<file path="src/rtl/key_scan_pkg.sv">
// Shared types and constants for the keypad scan controller.
package key_scan_pkg;

  localparam int unsigned SCAN_LEN = 8;

  typedef enum logic [1:0] {
    IDLE,
    DEBOUNCE,
    PRESSED,
    RELEASE
  } state_t;

  typedef enum logic [1:0] {
    FRAME_NONE,
    FRAME_SINGLE,
    FRAME_MULTI
  } frame_class_t;

  localparam logic [3:0] HL_OFF = 4'b1111;

  // Active-low one-hot row drive, indexed by row number.
  localparam logic [3:0][3:0] ROW_DRIVE = {4'b0111, 4'b1011, 4'b1101, 4'b1110};

endpackage

</file>
<file path="src/rtl/key_frame_sampler.sv">
// Row scan counter, row drive, per-row column sampling and per-frame key classification.
module key_frame_sampler
  import key_scan_pkg::*;
(
  input  logic         clk1,
  input  logic         rst,
  input  logic [3:0]   vl,
  output logic [3:0]   hl,
  output logic         frame_done,
  output frame_class_t frame_class,
  output logic [3:0]   frame_code
);

  logic [2:0]  sc;
  logic [2:0]  sc_next;
  logic [11:0] acc;
  logic [15:0] closed;
  logic [4:0]  n_closed;
  logic [3:0]  last_idx;

  assign sc_next = sc + 3'd1;

  always_ff @(posedge clk1 or posedge rst) begin
    if (rst) begin
      sc  <= 3'd7;
      hl  <= HL_OFF;
      acc <= '0;
    end else begin
      sc <= sc_next;
      hl <= ROW_DRIVE[sc_next[2:1]];
      // Odd counts sample the row driven since the previous (settle) cycle.
      case (sc)
        3'd1:    acc[3:0]  <= ~vl;
        3'd3:    acc[7:4]  <= ~vl;
        3'd5:    acc[11:8] <= ~vl;
        3'd7:    acc       <= '0;
        default: ;
      endcase
    end
  end

  // Row 3 is taken live at the frame-end edge rather than from the accumulator.
  assign closed     = {~vl, acc};
  assign frame_done = (sc == 3'd7);

  always_comb begin
    n_closed = '0;
    last_idx = '0;
    for (int unsigned i = 0; i < 16; i++) begin
      if (closed[i]) begin
        n_closed = n_closed + 5'd1;
        last_idx = 4'(i);
      end
    end
    frame_code = last_idx;
    if (n_closed == 5'd0)
      frame_class = FRAME_NONE;
    else if (n_closed == 5'd1)
      frame_class = FRAME_SINGLE;
    else
      frame_class = FRAME_MULTI;
  end

endmodule

</file>
<file path="src/rtl/key_scan_ctrl.sv">
// 4x4 keypad scanner with whole-frame debounce; one key_valid pulse per accepted press.
module key_scan_ctrl
  import key_scan_pkg::*;
#(
  parameter int unsigned DEBOUNCE_FRAMES = 3
) (
  input  logic       clk1,
  input  logic       rst,
  input  logic [3:0] vl,
  output logic [3:0] hl,
  output logic       key_valid,
  output logic [3:0] key_code,
  output logic       key_held,
  output logic       multi_err
);

  localparam logic [3:0] DB_N = 4'(DEBOUNCE_FRAMES);

  logic         frame_done;
  frame_class_t frame_class;
  logic [3:0]   frame_code;

  state_t     state, state_n;
  logic [3:0] cand, cand_n;
  logic [3:0] cnt, cnt_n;
  logic       fire;

  key_frame_sampler u_sampler (
    .clk1        (clk1),
    .rst         (rst),
    .vl          (vl),
    .hl          (hl),
    .frame_done  (frame_done),
    .frame_class (frame_class),
    .frame_code  (frame_code)
  );

  always_ff @(posedge clk1 or posedge rst) begin
    if (rst) begin
      state     <= IDLE;
      cand      <= '0;
      cnt       <= '0;
      key_valid <= 1'b0;
      key_code  <= '0;
      key_held  <= 1'b0;
      multi_err <= 1'b0;
    end else begin
      state     <= state_n;
      cand      <= cand_n;
      cnt       <= cnt_n;
      key_valid <= fire;
      if (fire)
        key_code <= cand_n;
      key_held  <= (state_n == PRESSED) || (state_n == RELEASE);
      multi_err <= frame_done && (frame_class == FRAME_MULTI);
    end
  end

  always_comb begin
    state_n = state;
    cand_n  = cand;
    cnt_n   = cnt;
    fire    = 1'b0;
    if (frame_done) begin
      case (state)
        IDLE: begin
          if (frame_class == FRAME_SINGLE) begin
            cand_n = frame_code;
            cnt_n  = 4'd1;
            if (DB_N == 4'd1) begin
              state_n = PRESSED;
              fire    = 1'b1;
            end else begin
              state_n = DEBOUNCE;
            end
          end
        end
        DEBOUNCE: begin
          if (frame_class == FRAME_SINGLE) begin
            if (frame_code == cand) begin
              cnt_n = cnt + 4'd1;
              if (cnt + 4'd1 == DB_N) begin
                state_n = PRESSED;
                fire    = 1'b1;
              end
            end else begin
              cand_n = frame_code;
              cnt_n  = 4'd1;
            end
          end else begin
            state_n = IDLE;
            cnt_n   = '0;
          end
        end
        PRESSED: begin
          // Other keys are ignored until a full release: no rollover.
          if (frame_class == FRAME_NONE) begin
            cnt_n   = 4'd1;
            state_n = (DB_N == 4'd1) ? IDLE : RELEASE;
          end
        end
        RELEASE: begin
          if (frame_class == FRAME_NONE) begin
            cnt_n = cnt + 4'd1;
            if (cnt + 4'd1 == DB_N)
              state_n = IDLE;
          end else begin
            state_n = PRESSED;
          end
        end
        default: state_n = IDLE;
      endcase
    end
  end

endmodule

</file>
<file path="config.mk">
export PLATFORM = sky130hd
export DESIGN_NAME = key_scan_ctrl
export DESIGN_NICKNAME = d
export VERILOG_FILES = /design/src/rtl/key_scan_pkg.sv /design/src/rtl/key_frame_sampler.sv /design/src/rtl/key_scan_ctrl.sv
export SDC_FILE = /design/constraint.sdc
export NUM_CORES = 1
export LEC_CHECK = 0
export CAP_MARGIN = 10
export CORE_UTILIZATION = 65
export DETAILED_ROUTE_END_ITERATION = 16
export GPL_ROUTABILITY_DRIVEN = 0
export GPL_TIMING_DRIVEN = 0
export PLACE_DENSITY = 0.93
export SLEW_MARGIN = 0
export SYNTH_ARGS = -nofsm -noshare
export SYNTH_HDL_FRONTEND = slang
export SYNTH_SLANG_ARGS = --single-unit
</file>
<file path="constraint.sdc">
create_clock -name clk1 -period 15.1 [get_ports clk1]
set_input_delay 1.51 -clock clk1 [delete_from_list [all_inputs] [get_ports clk1]]
set_output_delay 1.51 -clock clk1 [all_outputs]
set_load 0.05 [all_outputs]
</file>
==> flow_summary.json <==
{
  "clock_tree.buffer_depth": 2,
  "detail_route.first_pass.iterations": 4,
  "critical-path-max-stage-delay_ps": 390,
  "vias_per_cell": 6.27,
  "tritoncts": "yes",
  "cp_slowest_cell": "dfrtp_1",
  "crit_arrival_ps": 10440,
  "asyncSetResetFlopFracSynth": 1.00,
  "grt_pass1_wl_um": 13600,
  "end_kind": "register",
  "antenna_cells_inserted": 0,
  "hold_violations": 0,
  "yosys_register_bits": 36,
  "seq_area_frac_synth": 0.251,
  "wire_per_inst_um": 16.0,
  "numCtsBuffers": 5,
  "die_w_um": 76.7,
  "finalSetupTns_ps": 0,
  "postLayoutSetupSlackWorst_ps": 4840,
  "detail_route.iter0.violations": 201,
  "mappedNetlistArea_um2": 3630,
  "power_per_unit_of_standard_cell_area_nw_per_um2": 56.8,
  "yosysUniqueCellTypes": 74,
  "clk_transition_reported_paths_ps": 70,
  "start_kind": "register",
  "post-dp-hpwl_um": 6160,
  "num_io_pins": 17,
  "root_buffer": "clkbuf_8",
  "drc": 0,
  "cts_repair_resize_count": 0,
  "final.min_clock_period_ps": 10260,
  "area_growth_pct": 10.0,
  "routed-via-count": 3127,
  "via_count_of_the_first_global_routing_pass": 3012,
  "yosys_warnings": 0,
  "synth_edf_count": 0,
  "num-nets-final": 455,
  "avgSynthCellArea_um2": 8.93,
  "die_area_um2": 5880,
  "hold_class": "reg2reg",
  "initial_utilization": 0.692,
  "ir_worst_vdd_v": 0.0000685,
  "grt.overflow.total": 0,
  "placementRows": 26,
  "finalSetupViolCount": 0,
  "synthesis.instances": 406,
  "placement.setup.worst_slack_ps": 4940,
  "cts_setup_buffers": 0,
  "postSynth.topFlopCell": "dfrtp_1",
  "die_height_um": 76.7,
  "fin_crit_sh": 0.680,
  "placeableCoreArea_um2": 5240,
  "timing.slew.headroom": 0.365,
  "final_layout_size_suffix_gt1_frac": 0.119,
  "nFillCells": 360,
  "clk-insertion-delay-late_ps": 290,
  "maxCapViolations": 0,
  "clock-skew-final_ps": 7.88,
  "antenna_found_initial": 0,
  "status": "finished, final reports clean",
  "finalMaxSlewViolations": 0,
  "reg2reg_setup_slack_ps": 4840,
  "grt_max_degree": 25,
  "ant_nets": 0,
  "worst_path_most_repeated_cell": "ha_1",
  "fmax_mhz": 97.4,
  "synth_fp_nets": 433,
  "cts_hold_buffers": 0,
  "largest_fanout_on_the_critical_path": 7,
  "rsz0062_at_grt": "false",
  "leakage_uw": 0.00176,
  "numPortBuffers": 14,
  "timing_worst_setup_path_type": "reg2reg",
  "worst_ep_required_time_ps": 15270,
  "numClockSinks": 36,
  "htree_num_levels": 2,
  "wl_um": 8000,
  "grt_use_total": 0.286,
  "tightest_slew_ps": 939
}
worst max-delay path, delay by kind of cell (launching register included):
family,cells,cell delay [ps]
compound gates,12,1510
xor+xnor,1,140
fa+ha+maj,14,4130
buf+inv,5,490
flops,1,390
mux,6,1740
simple gates,12,1740
sequential cells by signal, summed over array words and instances, names as in the netlist:
signal / cells
u_sampler.acc: 12
cand: 4
cnt: 4
key_code: 4
u_sampler.hl: 4
u_sampler.sc: 3
state: 2
key_held: 1
key_valid: 1
multi_err: 1
cell usage in the layout (no fill, tap or decap), drive strengths merged, types with 3 or more instances in the layout:
master / netlist / final
buf: 9 / 10
xnor2: 30 / 30
xnor3: 7 / 7
nand3b: 4 / 4
dfrtp: 29 / 29
or2: 6 / 6
or3: 3 / 3
nand4: 11 / 11
a21oi: 11 / 11
o22ai: 4 / 4
nor3: 4 / 4
ha: 21 / 21
o21ai: 15 / 15
and2: 6 / 6
mux2i: 10 / 10
nand2: 39 / 39
nand2b: 3 / 3
clkbuf: 14 / 20
nor2b: 7 / 7
inv: 27 / 27
mux2: 13 / 13
o32ai: 3 / 3
clkdlybuf4s50: 0 / 14
dfstp: 7 / 7
nand3: 13 / 13
o31ai: 10 / 10
o211ai: 3 / 3
nor2: 32 / 32
nand4b: 3 / 3
xor2: 12 / 12
a211oi: 11 / 11
path summary, 6_finish.rpt:
path | from | cells past startpoint | to
max in group asynchronous | rst | 3 | u_sampler.hl[0]
setup reg to reg | u_sampler.acc[1] | 50 | key_code[3]
min in group asynchronous | rst | 2 | key_valid
setup / recovery | u_sampler.acc[1] | 50 | key_code[3]
hold reg to reg | u_sampler.sc[0] | 1 | u_sampler.sc[0]
hold / removal | u_sampler.sc[0] | 1 | u_sampler.sc[0]
cells by family (layout without fill, tap and decap cells):
logic type / Yosys count / in the layout / synth area share
flops: 36 / 36 / 0.251
simple gates: 145 / 145 / 0.214
mux: 23 / 23 / 0.0745
fa+ha+maj: 21 / 21 / 0.0725
compound gates: 80 / 80 / 0.160
xor+xnor: 51 / 51 / 0.171
buf+inv: 50 / 73 / 0.0573
cell usage after synthesis, types with 9 or more instances:
cell,count,area share
xnor2_1,25,0.060
a21oi_1,10,0.014
inv_1,27,0.028
o31ai_1,9,0.019
nand3_1,12,0.017
dfrtp_1,29,0.20
ha_1,21,0.072
a211oi_1,10,0.021
nor2_1,32,0.033
nand4_1,10,0.017
nand2_1,39,0.040
xor2_1,11,0.027
o21ai_0,13,0.018
mux2i_1,9,0.025
clkbuf_1,14,0.014
where the power goes:
group	total (uW)	switching, uW	internal, uW
clock network	83.6	34.6	49.0
logic	36.6	21.1	15.5
registers	106	4.88	101
routing by layer:
metal	track usage	vias up	routed length, um
li1	-	1502	-
met1	0.341	1507	3360
met2	0.521	101	4130
met3	0.0393	17	338
met4	0.106	0	172
met5	0	-	0
metrics by stage:
stage	utilization	area (um^2)	hold WS [ps]	cells	power, uW
after floorplan	-	3630	427	406	134
after global placement	0.736	3850	434	490	140
after detailed placement	0.741	3880	460	491	144
after CTS	0.762	3990	474	499	227
after global routing	0.762	3990	511	499	234
final	0.762	3990	468	499	226
final cells by class:
class                   instances  area (um^2)  share of cell area
flip-flops and latches         36          910               0.228
well taps                      70         87.6              0.0220
inverters                      27          101              0.0254
clock buffers                   6         72.6              0.0182
multi-input cells             320         2510               0.629
clock inverters                 2         35.0             0.00878
repair buffers                 15          168              0.0420
plain buffers                  23          106              0.0267
Power figures use the tool's default switching activity.
